===== src/rtl/serial_subtractor_pkg.sv =====
// Shared types and helpers for the bit-serial subtractor.
// Holds the FSM state encoding and the counter-width function.
package sub_pkg;

    typedef enum logic [1:0] {
        IDLE = 2'b00,
        RUN  = 2'b01,
        DONE = 2'b10
    } state_e;

    function automatic int cnt_w(input int width);
        if ($clog2(width) < 1)
            return 1;
        else
            return $clog2(width);
    endfunction

endpackage


===== src/rtl/serial_subtractor_if.sv =====
// Start/done handshake and operand/result bundle.
// The driver side uses master; the subtractor uses slave.
interface serial_subtractor_if #(
    parameter int WIDTH = 8
);
    logic             start;
    logic [WIDTH-1:0] a;
    logic [WIDTH-1:0] b;
    logic             bin;
    logic             busy;
    logic             done;
    logic [WIDTH-1:0] d;
    logic             bout;

    modport master (
        output start, a, b, bin,
        input  busy, done, d, bout
    );

    modport slave (
        input  start, a, b, bin,
        output busy, done, d, bout
    );
endinterface


===== src/rtl/serial_subtractor_fs.sv =====
// Single-bit full subtractor cell: d = a - b - bin.
// Purely combinational.
module full_subtractor (
    input  logic a,
    input  logic b,
    input  logic bin,
    output logic d,
    output logic bout
);
    assign d    = a ^ b ^ bin;
    assign bout = (~a & b) | (~(a ^ b) & bin);
endmodule


===== src/rtl/serial_subtractor.sv =====
// Bit-serial subtractor, LSB first, one bit per clock.
// A start/done handshake issues one operation at a time.
module serial_subtractor
    import sub_pkg::*;
#(
    parameter int WIDTH = 8
) (
    input  logic               clk,
    input  logic               rst_n,
    serial_subtractor_if.slave bus
);
    localparam int            CW   = cnt_w(WIDTH);
    localparam logic [CW-1:0] LAST = CW'(WIDTH - 1);

    state_e           r_state;
    state_e           w_state_nxt;
    logic [WIDTH-1:0] r_sa;
    logic [WIDTH-1:0] r_sb;
    logic [WIDTH-1:0] r_sr;
    logic [WIDTH-1:0] r_d;
    logic [WIDTH-1:0] w_sr_nxt;
    logic [CW-1:0]    r_cnt;
    logic             r_borrow;
    logic             r_bout;
    logic             w_cell_d;
    logic             w_cell_bout;
    logic             w_last;
    logic             w_busy;
    logic             w_done;
    logic             w_accept;

    full_subtractor u_cell (
        .a    (r_sa[0]),
        .b    (r_sb[0]),
        .bin  (r_borrow),
        .d    (w_cell_d),
        .bout (w_cell_bout)
    );

    // Result bits enter at the MSB so the LSB lands at bit 0 last.
    if (WIDTH == 1) begin : g_sr1
        assign w_sr_nxt = w_cell_d;
    end else begin : g_srn
        assign w_sr_nxt = {w_cell_d, r_sr[WIDTH-1:1]};
    end

    assign w_last = (r_cnt == LAST);

    always_ff @(posedge clk) begin
        if (!rst_n)
            r_state <= IDLE;
        else
            r_state <= w_state_nxt;
    end

    always_comb begin
        w_state_nxt = r_state;
        w_busy      = 1'b0;
        w_done      = 1'b0;
        w_accept    = 1'b0;
        unique case (r_state)
            IDLE: begin
                if (bus.start) begin
                    w_accept    = 1'b1;
                    w_state_nxt = RUN;
                end
            end
            RUN: begin
                w_busy = 1'b1;
                if (w_last)
                    w_state_nxt = DONE;
            end
            DONE: begin
                w_done      = 1'b1;
                w_state_nxt = IDLE;
            end
            default: w_state_nxt = IDLE;
        endcase
    end

    always_ff @(posedge clk) begin
        if (!rst_n) begin
            r_sa     <= '0;
            r_sb     <= '0;
            r_sr     <= '0;
            r_cnt    <= '0;
            r_borrow <= 1'b0;
            r_d      <= '0;
            r_bout   <= 1'b0;
        end else if (w_accept) begin
            r_sa     <= bus.a;
            r_sb     <= bus.b;
            r_sr     <= '0;
            r_cnt    <= '0;
            r_borrow <= bus.bin;
        end else if (w_busy) begin
            r_sa     <= r_sa >> 1;
            r_sb     <= r_sb >> 1;
            r_sr     <= w_sr_nxt;
            r_cnt    <= r_cnt + 1'b1;
            r_borrow <= w_cell_bout;
            // Publish only a complete result; d stays stable during RUN.
            if (w_last) begin
                r_d    <= w_sr_nxt;
                r_bout <= w_cell_bout;
            end
        end
    end

    assign bus.busy = w_busy;
    assign bus.done = w_done;
    assign bus.d    = r_d;
    assign bus.bout = r_bout;
endmodule


===== src/flat_wrapper.sv =====
// flat-port wrapper written by rule: the top's interface ports become plain ports
module serial_subtractor_flat import sub_pkg::*;
#(
    parameter int WIDTH = 8
)
  (clk, rst_n, bus_start, bus_a, bus_b, bus_bin, bus_busy, bus_done, bus_d, bus_bout);
  serial_subtractor_if #(.WIDTH(WIDTH)) bus_i ();
  input  logic clk;
  input  logic rst_n;
  input wire logic [$bits(bus_i.start)-1:0] bus_start;
  input wire logic [$bits(bus_i.a)-1:0] bus_a;
  input wire logic [$bits(bus_i.b)-1:0] bus_b;
  input wire logic [$bits(bus_i.bin)-1:0] bus_bin;
  output wire logic [$bits(bus_i.busy)-1:0] bus_busy;
  output wire logic [$bits(bus_i.done)-1:0] bus_done;
  output wire logic [$bits(bus_i.d)-1:0] bus_d;
  output wire logic [$bits(bus_i.bout)-1:0] bus_bout;
  assign bus_i.start = bus_start;
  assign bus_i.a = bus_a;
  assign bus_i.b = bus_b;
  assign bus_i.bin = bus_bin;
  assign bus_busy = bus_i.busy;
  assign bus_done = bus_i.done;
  assign bus_d = bus_i.d;
  assign bus_bout = bus_i.bout;
  serial_subtractor #(.WIDTH(WIDTH)) u_core (.clk(clk), .rst_n(rst_n), .bus(bus_i));
endmodule

===== config.mk =====
export PLATFORM = sky130hd
export DESIGN_NAME = serial_subtractor_flat
export DESIGN_NICKNAME = d
export VERILOG_FILES = /design/src/rtl/serial_subtractor_pkg.sv /design/src/rtl/serial_subtractor_if.sv /design/src/rtl/serial_subtractor_fs.sv /design/src/rtl/serial_subtractor.sv /design/src/flat_wrapper.sv
export SDC_FILE = /design/constraint.sdc
export NUM_CORES = 1
export LEC_CHECK = 0
export ABC_AREA = 0
export CORE_MARGIN = 5
export CORE_UTILIZATION = 54
export CTS_CLUSTER_SIZE = 25
export DETAILED_ROUTE_END_ITERATION = 6
export GPL_TIMING_DRIVEN = 0
export PLACE_DENSITY = 0.81
export SLEW_MARGIN = 20
export SYNTH_ARGS = -nofsm -noshare
export SYNTH_HDL_FRONTEND = slang
export SYNTH_HIERARCHICAL = 1
export SYNTH_SLANG_ARGS = --single-unit

===== constraint.sdc =====
create_clock -name clk -period 2.3 [get_ports clk]
set_clock_uncertainty 0.1 [all_clocks]
set_input_delay 0.46 -clock clk [delete_from_list [all_inputs] [get_ports clk]]
set_output_delay 0.46 -clock clk [all_outputs]
set_load 0.01 [all_outputs]

Word level (Yosys, flattened, before mapping)
Index checks and enable logic that the tools add are counted.
{"block": "op_classes", "reduce_logical": 5, "add_sub_neg": 1, "eq_ne": 5, "mux": 13, "bitwise": 9}
{"op": "two-way mux 8 bit", "n": 4}
{"op": "two-way mux 1 bit", "n": 6}
{"op": "two-way mux 2 bit", "n": 2}
{"op": "inverter 1 bit", "n": 4}
{"op": "one-hot mux 2 bit (2 select lines)", "n": 1}
{"op": "adder 3 x 1 -> 3 bit, second input constant", "n": 1}
{"op": "== test 3 bit, second input constant", "n": 1}
{"op": "AND reduction 3 bit", "n": 1}
{"op": "AND 1 bit", "n": 2}
{"op": "== test 2 x 1 -> 1 bit, second input constant", "n": 1}
{"op": "== test 2 bit, second input constant", "n": 1}
{"op": "logical NOT 2 bit", "n": 1}
{"op": "inequality test 2 x 1 -> 1 bit, second input constant", "n": 1}
{"op": "inequality test 2 bit, second input constant", "n": 1}
{"op": "AND reduction 2 bit", "n": 1}
{"op": "nonzero test 2 bit", "n": 1}
{"op": "OR reduction 2 bit", "n": 1}
{"op": "bitwise XOR 1 bit", "n": 2}
{"op": "OR 1 bit", "n": 1}
{"block": "totals", "word_cells": 41, "ff_bits": 39, "inputBits": 20, "out_inout_bits": 11}

Logic depth before layout (Yosys ltp)
Gate-level depths: netlist of run 1.
{"block": "logic_depth", "ltp_word": 6, "ltp_mapped": 7, "mapped_depth_nobuf": 6}

Cells and area by module
The synthesis of run 1 kept the hierarchy.
{"module": "serial_subtractor", "seq_area_each_um2": 760.7, "n_inst": 1, "area_each_um2": 1594.0, "cells_each": 189}
{"module": "full_subtractor", "seq_area_each_um2": 0.0, "n_inst": 1, "area_each_um2": 31.3, "cells_each": 4}

Worst setup path after synthesis of run 1
OpenSTA, ideal clock, no wires.
{"block": "synth_timing", "path_kind": "register to output", "from": "register u_core.r_state[1]", "to": "output port bus_busy", "stages_incl_launch_ff": 6, "path_buffers": 3, "t_required_ns": 1.740, "path_slack_ns": 0.793, "arrival_ns": 0.947, "path_cell_list": "dfxtp_1 > buf_6 > nand2b_1 > buf_4 > inv_2 > buf_2"}
{"block": "synth_via", "elab_chain_len": 2}
{"item": "from (decl)", "line": "serial_subtractor.sv:15", "rtl": "state_e r_state;"}
{"item": "from (signal assigned)", "line": "serial_subtractor.sv:53", "rtl": "r_state <= w_state_nxt;"}
{"item": "== test 2 x 1 -> 1 bit", "line": "serial_subtractor.sv:61", "rtl": "unique case (r_state)"}
{"item": "two-way mux 1 bit", "line": "serial_subtractor.sv:61"}
{"item": "to (decl)", "line": "flat_wrapper.sv:14", "rtl": "output wire logic [$bits(bus_i.busy)-1:0] bus_busy;"}
Every way passes these cells.

Worst setup path after layout of run 1
Ends and elaborated chain as after synthesis.

==> results of run 1 <==
==> worst min-delay path: cells and delay by family (launching register included) <==
family	cells	cell delay, ns
flops	1	0.32
simple gates	1	0.05
compound gates	1	0.05
==> cells by family (layout without fill, tap and decap cells) <==
family                   count (synthesis)  after routing  synth area share, %
adder cells (fa/ha/maj)                  3              3                 2.77
AND/OR/NAND/NOR                         70             70                 19.4
AO/OA/AOI/OAI                           61             61                 23.6
flip-flops                              38             38                 46.8
buffers and inverters                   20             55                 6.85
XOR/XNOR                                 1              1                0.539
==> routing by layer <==
layer	share of wire, %	up-vias	track usage (%)
met5	0	-	0
met4	1.6	0	8.18
met3	5.4	6	6.07
met2	51	50	34.5
met1	42	667	22.1
li1	-	717	-
==> flip-flops by register name (all words and copies together), names as in the netlist <==
register,count
u_core/bus.bout,1
u_core/bus.d,8
u_core/r_borrow,1
u_core/r_cnt,3
u_core/r_sa,8
u_core/r_sb,8
u_core/r_sr,7
u_core/r_state,2
==> worst max-delay path by stage <==
stage | start | to | slack (ns) | depth (start not counted)
after floorplan | u_core/r_state[1] | bus_busy | 0.79 | 5
after global placement | u_core/r_state[1] | bus_busy | 0.16 | 6
after detailed placement | u_core/r_state[1] | bus_busy | 0.15 | 6
after CTS | u_core/r_state[1] | bus_busy | 0.22 | 5
after global routing | u_core/r_state[1] | bus_busy | 0.15 | 5
final | u_core/r_state[1] | bus_busy | 0.23 | 5
==> area by class of cell <==
cell class	instances	share of cell area, %
Buffer	14	4.38
Clock buffer	7	2.25
Inverter	5	1.06
Multi-Input combinational cell	135	37.7
Sequential cell	38	38.1
Tap cell	33	2.07
Timing Repair Buffer	29	14.5
==> synthesized netlist by cell type (all sizes together) <==
cell type,instances
ha,2
o221a,3
clkbuf,5
inv,5
nor3b,2
nand2,44
nand2b,1
or3b,1
a31oi,2
a21boi,11
fa,1
and2,1
buf,10
nor2,5
o21ai,13
nand3,11
nand3b,1
xnor2,1
and3,1
nor2b,3
dfxtp,38
a21oi,32
==> stage by stage <==
| step | hold slack [ns] | util, % | worst slack [ns] | cell area [µm²] |
|---|---|---|---|---|
| after floorplan | 0.329 | - | 0.793 | 1630 |
| after global placement | 0.334 | 65.7 | 0.162 | 1960 |
| after detailed placement | 0.347 | 65.7 | 0.152 | 1960 |
| after CTS | 0.364 | 67.1 | 0.215 | 2000 |
| after global routing | 0.389 | 67.1 | 0.151 | 2000 |
| final | 0.363 | 67.1 | 0.231 | 2000 |
==> report_power, final <==
| part | switching [mW] | internal [mW] |
|---|---|---|
| registers | 0.0182 | 0.689 |
| logic | 0.103 | 0.0886 |
| clock network | 0.197 | 0.115 |
==> repair_timing <==
item / in CTS / in global routing
endpoints found under the setup margin: 1 / 0
hold buffers: 0 / 0
resized for setup: 2 / 0
==> metrics.cfg, run 1 <==
[timing]
period_share_pct = 89.9
setup_violations = 0
slew_headroom_pct = 61.4
hold_viol = 0
worst_slew_pin_slew_ns = 0.579
slew_violations = 0
rsz0062_at_grt = false
setup-tns-final_ns = 0
fmax_mhz = 483
fin_crit_ns = 2.07

[route]
route.detailed.drc = 0
drt-initial-drc-count = 49
wire_per_inst_um = 14.0
vias = 1440
ant_nets = 0
wl_um = 3660
first_pass_iters = 4
vias_per_cell = 5.52

[die]
die_w_um = 64.9
die_area_um2 = 4210
ios = 31
start_util_pct = 54.6
num_rows = 20
coreArea_um2 = 2980
die_y_um = 64.9

[final_layout]
finalNetCount = 251
final_cell_mix = nand2_1, dfxtp_1, a21oi_1
area.growth.synth_to_final_pct = 22.9
multi_input_area_um2 = 753
diodes = 0
instances_no_fill = 261
area.sequential_um2 = 761
drive_gt1_share_pct = 12.3
final_common_cell = nand2_1
fill_cells = 251

[run_status]
status = finished, final reports clean

[critical_path]
path_cells = buf_6 > nand2b_1 > buf_4 > inv_4 > dlygate4sd2_1
crit_buf_inv = 4
path_class = register to primary output
end_kind = primary output
worstReg2RegStart = u_core/r_cnt[0]
cp.required_ns = 1.74
ff2ff_setup_slack_ns = 0.66
worst-path-max-fanout = 15
arrival_ns = 1.51
worst_path_max_delay_cell = dfxtp_1
r2r-end = u_core/bus.d[3]
critPathMaxStageDelay_ns = 0.32
reg2regPathDepth = 5
cp_top_family = buffers and inverters
start_kind = register

[cts]
root_buffer = clkbuf_4
cts_tree = built
numCtsBuffers = 5
post_cts_buffers = 0
path_clk_slew_ns = 0.10
clk_path_buf_depth = 2
clock-sinks = 38
cts_max_level = 2
clkLatencyLatePin_ns = 0.33

[synth]
avgSynthCellArea_um2 = 8.42
syn_nets = 216
yosysTopAreaCell = dfxtp_1
ys_warn_count = 6
netlist_instances = 193
synth_top_area_share_pct = 46.8
synth_area_um2 = 1630
synth.distinct_cells = 28
synth_seq_cells = 38
seq_area_frac_synth_pct = 46.8
synth_area_leaders = dfxtp_1, nand2_1, a21oi_1

[global_route]
grt_pass1_wl_um = 6270
grt_max_degree = 16
overflow = 0
gr-usage-all-layers_pct = 19.8
antenna_found_initial = 0
grt_pass1_vias = 1415

[job]
max_cap_viol_count = 0

[power]
vdd.ir_drop.worst_mv = 0.282
leakagePower_nw = 0.721
finalPower_mw = 1.21
p_per_area_nw_per_um2 = 606

[placement]
io_buffers = 29
gp_congestion = 0.830
hpwl_um = 2730
place_inst = 255

[min_path]
holdCritStartpoint = u_core/r_sa[3]
min_path_type = register to register
whs_endpoint = u_core/r_sa[2]
hold_depth = 2

Note: power is estimated with default switching activity, not from simulation.
==> run 2, diff against run 1 <==
- ABC_AREA: 0 -> 1
- CAP_MARGIN: not set -> 15
- CORE_UTILIZATION: 54 -> 55
==> run 2 against run 1 <==
  * Total power rose by 11%
  * Die area rose by 1.9%
  * Synthesized area rose by 4.1%
  * Via count rose by 9.4%
  * First-iteration DRC count rose to 3.3 times the previous value
  * Global-route usage fell by 0.63 points
  * Critical path depth did not move
  * Non-clock buffer count fell by 2
  * Combinational power fell by 3%
  * Critical endpoint unchanged
  * Largest cell class is now multi-input combinational cells
  * Highest routed layer unchanged
==> metrics.cfg, run 2 <==
[cts]
clock-sinks = 38
path_clk_slew_ns = 0.11
cts_tree = built
clk_path_buf_depth = 2
root_buffer = clkbuf_4
numCtsBuffers = 5
clkLatencyLatePin_ns = 0.35
post_cts_buffers = 0
hold_buffers = 0
cts_max_level = 2

[die]
num_rows = 20
coreArea_um2 = 3000
die_y_um = 65.5
die_w_um = 65.5
die_area_um2 = 4290
start_util_pct = 56.3
ios = 31

[synth]
synth_seq_cells = 38
synth.distinct_cells = 21
avgSynthCellArea_um2 = 7.02
synth-edff-count = 0
ys_warn_count = 6
seq_area_frac_synth_pct = 45.0
synth_top_area_share_pct = 45.0
synth_commonest_cells = nand2_1, dfxtp_1, nand3_1
yosysMostFrequentCell = nand2_1
yosysTopAreaCell = dfxtp_1
syn_nets = 264
ys.flop_type = dfxtp_1
synth_area_leaders = dfxtp_1, nand2_1, nand3_1
synth_area_um2 = 1690
async_reset_ff_share_pct = 0
netlist_instances = 241

[critical_path]
cp.required_ns = 1.74
path_class = register to primary output
worstReg2RegStart = u_core/r_state[0]
critPathMaxStageDelay_ns = 0.32
end_kind = primary output
ff2ff_setup_slack_ns = 0.91
start_kind = register
worst-path-stages = 5
reg2regPathDepth = 6
endpoint = bus_busy
r2r-end = u_core/r_cnt[0]
arrival_ns = 1.55
crit_buf_inv = 4
path_cells = buf_4 > inv_1 > nor2_4 > buf_4 > dlygate4sd2_1
cp_top_family = buffers and inverters
worst-path-max-fanout = 10
worst_path_max_delay_cell = dfxtp_1
setup.worst_path.start = u_core/r_state[0]
crit_top_cell = buf_4

[global_route]
overflow = 0
grtUsageMet3_pct = 4.10
antenna_found_initial = 0
grt_pass1_vias = 1475
grt_max_degree = 12
met2_usage_pct = 31.2
use_met1_pct = 23.8
gr-usage-all-layers_pct = 19.1
grt_pass1_wl_um = 6260
busiest_layer = met2

[route]
vias_per_cell = 5.08
drt-initial-drc-count = 162
wl_um = 3620
route.detailed.drc = 0
ant_nets = 0
first_pass_iters = 4
vias = 1576
wire_per_inst_um = 11.7

[placement]
gp_congestion = 0.831
hpwl_um = 2560
io_buffers = 29

[final_layout]
drive_gt1_share_pct = 9.39
final_cell_mix = nand2_1, dfxtp_1, nand3_1
multi_input_area_um2 = 772
diodes = 0
area.growth.synth_to_final_pct = 25.0
area.sequential_um2 = 764
finalNetCount = 300
fill_cells = 264
final_common_cell = nand2_1

[timing]
setup_violations = 0
rsz0062_at_grt = false
period_share_pct = 91.8
slew_headroom_pct = 71.1
hold_viol = 0
setup-tns-final_ns = 0
fmax_mhz = 474
worst_hold_slack_ns = 0.362
fin_crit_ns = 2.11
worst_slew_pin_slew_ns = 0.433
slew_violations = 0

[power]
p_per_area_nw_per_um2 = 637
vdd.ir_drop.worst_mv = 0.475
leakagePower_nw = 0.989
finalPower_mw = 1.35

[min_path]
min_path_type = register to register

[run_status]
status = finished, final reports clean

[job]
max_cap_viol_count = 0

[run 2: changes by cell type after synthesis, sizes merged, moves of 3 or more]
cell	delta
nand2	+44
nand3	+24
inv	+19
a21boi	-11
o21ai	-11
a21oi	-8
nor2	+8
clkbuf	-3
nor2b	-3
o221a	-3
[run 2: cell families (layout without fill, tap and decap cells)]
logic type                 count (synthesis)  count (layout)  synth area share [%]
AOI/OAI and AO/OA                         26              26                  8.36
xor gates and xnor gates                   1               1                 0.518
adders and majority gates                  3               3                  2.66
buffers and inverters                     37              73                  9.69
DFF                                       38              38                  45.0
and+or+nand+nor                          136             136                  33.8
[run 2: power breakdown]
group | internal, mW | switching [mW] | leakage (nW) | total (mW)
clock network | 0.253 | 0.211 | 0.0443 | 0.464
registers | 0.684 | 0.0147 | 0.311 | 0.699
logic | 0.0811 | 0.105 | 0.634 | 0.186
[run 2: through the flow]
step	utilization (%)	instance area (µm²)	setup WS, ns	std cells
5_1_grt	70.4	2110	0.0998	310
6_report	70.4	2110	0.189	310
3_3_place_gp	67.4	2020	0.268	303
2_1_floorplan	-	1690	0.914	241
3_5_place_dp	67.4	2020	0.261	303
4_1_cts	70.3	2110	0.0431	310
[run 2: tightest hold or removal path, stage by stage, from the launching register on]
cell     delay (ns)
dfxtp_1        0.34
nand2_1        0.06
nand2_1        0.04
[run 2: worst min-delay path by stage]
stage | startpoint | end | slack (ns) | depth (start not counted)
final | u_core/r_sr[5] | u_core/bus.d[4] | 0.36 | 2
after global routing | u_core/r_sb[4] | u_core/r_sb[4] | 0.40 | 2
after CTS | u_core/r_sa[1] | u_core/r_sa[1] | 0.37 | 2
after detailed placement | u_core/r_sa[1] | u_core/r_sa[1] | 0.35 | 2
after global placement | u_core/r_sa[1] | u_core/r_sa[1] | 0.35 | 2
after floorplan | u_core/r_sr[2] | u_core/bus.d[1] | 0.34 | 2
[run 2: timing repair]
item,4_1_cts,5_1_grt
endpoints found under the hold margin,0,0
endpoints found under the setup margin,2,1
resized for setup,3,2
[run 2: area by class of cell]
type / instances / area share [%]
timing repair buffer: 29 / 13.8
multi-input combinational: 166 / 36.5
buffer: 12 / 3.31
clock buffer: 6 / 2.43
tap: 33 / 1.95
sequential: 38 / 36.2
inverter: 25 / 4.44
clock inverter: 1 / 1.42
[run 2: routing by layer]
metal  share of wire [%]  wire, µm
met1                  46      1660
met5                   0         0
met2                  47      1710
met4                 1.4        51
met3                 5.7       208
==> variant, RTL diff (settings of run 1) <==
`WIDTH` is set to 8 in 3 places; all go to 10.
--- a/src/rtl/serial_subtractor_if.sv
+++ b/src/rtl/serial_subtractor_if.sv
@@ -1,7 +1,7 @@
 // Start/done handshake and operand/result bundle.
 // The driver side uses master; the subtractor uses slave.
 interface serial_subtractor_if #(
-    parameter int WIDTH = 8
+    parameter int WIDTH = 10
 );
     logic             start;
     logic [WIDTH-1:0] a;
--- a/src/rtl/serial_subtractor.sv
+++ b/src/rtl/serial_subtractor.sv
@@ -3,7 +3,7 @@
 module serial_subtractor
     import sub_pkg::*;
 #(
-    parameter int WIDTH = 8
+    parameter int WIDTH = 10
 ) (
     input  logic               clk,
     input  logic               rst_n,
--- a/src/flat_wrapper.sv
+++ b/src/flat_wrapper.sv
@@ -1,7 +1,7 @@
 // flat-port wrapper written by rule: the top's interface ports become plain ports
 module serial_subtractor_flat import sub_pkg::*;
 #(
-    parameter int WIDTH = 8
+    parameter int WIDTH = 10
 )
   (clk, rst_n, bus_start, bus_a, bus_b, bus_bin, bus_busy, bus_done, bus_d, bus_bout);
   serial_subtractor_if #(.WIDTH(WIDTH)) bus_i ();
Interface: changed (resized bus_a, bus_b and bus_d); port bits go from 31 to 37. No check against the original RTL was run, so the function may have changed too.
==> variant against run 1 <==
  * Design area increased by 21%
  * Sequential cell count up 9
  * Sequential share of layout area rose by 0.73 points
  * Routed wire length up 11%
  * Count of clock-buffer cells in the layout rose by 1
  * Sequential power rose by 24%
  * Worst setup slack worse by 0.028 ns
  * Power increased by 27%
  * Non-clock buffer count is 9 higher
  * Core utilization grew 3.9 points
  * Synthesized cell count increased by 13%
  * Via count rose by 13%
  * Area after synthesis increased by 19%
  * Critical path type unchanged
==> variant: results (changes against run 1) <==
- DPL Wire Length: 2831 microns (+3.8%)
- Total Wirelength: 4052 microns (+11%)
- Synth top cells by count: dfxtp_1, a21oi_1, nand2_1, o21ai_1, a22o_1
- Clock sink total: 47 (+24%)
- Met2 Resource Use GR: 0.2718 (-0.07305)
- Peak supply drop: 478.6 uV (+70%)
- Post-synthesis sequential area ratio: 0.4845 (+0.01648)
- Number of global-route vias before repair: 1542 (+9.0%)
- Status: completed
- Routed length on met3: 177 microns (-11%)
- Pre-CTS setup slack: 0.2075 ns (+0.05543 ns)
- Largest net degree at the start of global routing: 14 (-2)
- Clk slew on worst S/H paths: 0.13 ns (+0.03 ns)
- Post-Synth Adder-Cell Area: 0.02320 (-0.004518)
- Xor-xnor portion of the synthesized cell area: 0.009021 (+0.003632)
- Gr usage total: 0.1761 (-0.02145)
- Global-route wire length before repair: 7003 microns (+12%)
- Final GP Congestion: 0.7674 (-7.6%)
- LEAKAGE: 0.8904 nW (+24%)
- Htree depth: 2 (unchanged)
- Fillers: 300 (+20%)
- M1 WL: 1945 microns (+27%)
- Post-CTS Resized: 2 (unchanged)
- Largest fanout on the critical path: 10 (-5)
- Ranking of synthesized cells by area: dfxtp_1, a21oi_1, nand2_1
- Clk Latency, worst-skew pair: 0.36 ns (+0.03 ns)
- Vias: 1631 (+13%)
- Nets: 287 (+14%)
- Syn Inst Count: 218 (+13%)
- Initial DRC count: 90 (+84%)
- Met1 GRT Util: 0.2295 (+0.008632)
- Slew Limit Headroom: 0.6835 (+0.06920)
- Syn_nets: 245 (+13%)
- Fraction of the mapped netlist area in compound gates: 0.2436 (+0.007221)
- Ratio of cells with drive above 1 in the final layout: 0.1188 (-0.004033)
- Final Non-Filler Cells: 307 (+18%)
- Cells after DPL: 300 (+18%)
- Met3 usage: 0.05739 (-0.003270)
- Port bufs: 36 (+24%)
- Distinct cells, synth: 34 (+21%)
- Int Pwr: 1.144 mW (+28%)
- Area after DPL: 2360 sq um (+21%)
- WP data arrival: 1.54 ns (+0.03 ns)
variant: changes by cell type after synthesis, moves of 4 or more:
cell             run 1  this run
dfxtp_1             38        47
buf_6                3         7
nand3_1             11         3
o21ai_0              5         1
a21boi_0            11         0
o21ai_1              0        16
nand2_1             43        39
o21ai_2              8         0
a22o_1               0        10
a21oi_1             32        43
variant: layout make-up:
class / instances / area (sq um) / share of cell area
well taps: 46 / 57.56 / 0.02374
plain buffers: 16 / 128.9 / 0.05315
flip-flops and latches: 47 / 940.9 / 0.3880
clock buffers: 8 / 68.82 / 0.02838
inverters: 7 / 28.78 / 0.01187
multi-input cells: 147 / 840.8 / 0.3467
repair buffers: 36 / 359.1 / 0.1481
variant: path summary, 6_finish.rpt:
path                                       start                            to  slack, ns  depth (start not counted)
hold reg to reg      u_core/r_sa[4]$_SDFFE_PN0P_   u_core/r_sa[3]$_SDFFE_PN0P_       0.36                          2
setup / recovery  u_core/r_state[0]$_SDFFE_PN0P_                      bus_done       0.20                          3
setup reg to reg    u_core/r_cnt[0]$_SDFFE_PP0N_  u_core/bus.d[4]$_SDFFE_PN0P_       0.75                          5
hold / removal       u_core/r_sa[4]$_SDFFE_PN0P_   u_core/r_sa[3]$_SDFFE_PN0P_       0.36                          2
variant: critical path, cell delays in order, from the launching register on:
cell	delay, ns
dfxtp_1	0.38
buf_6	0.16
nor2b_1	0.10
clkdlybuf4s50_1	0.54
variant: power groups by stage:
stage	logic [mW]	clock network [mW]	registers (mW)
2_1_floorplan	0.152	0	0.887
3_3_place_gp	0.226	0	0.891
3_5_place_dp	0.230	0	0.892
4_1_cts	0.230	0.444	0.874
5_1_grt	0.255	0.481	0.880
6_report	0.230	0.434	0.874
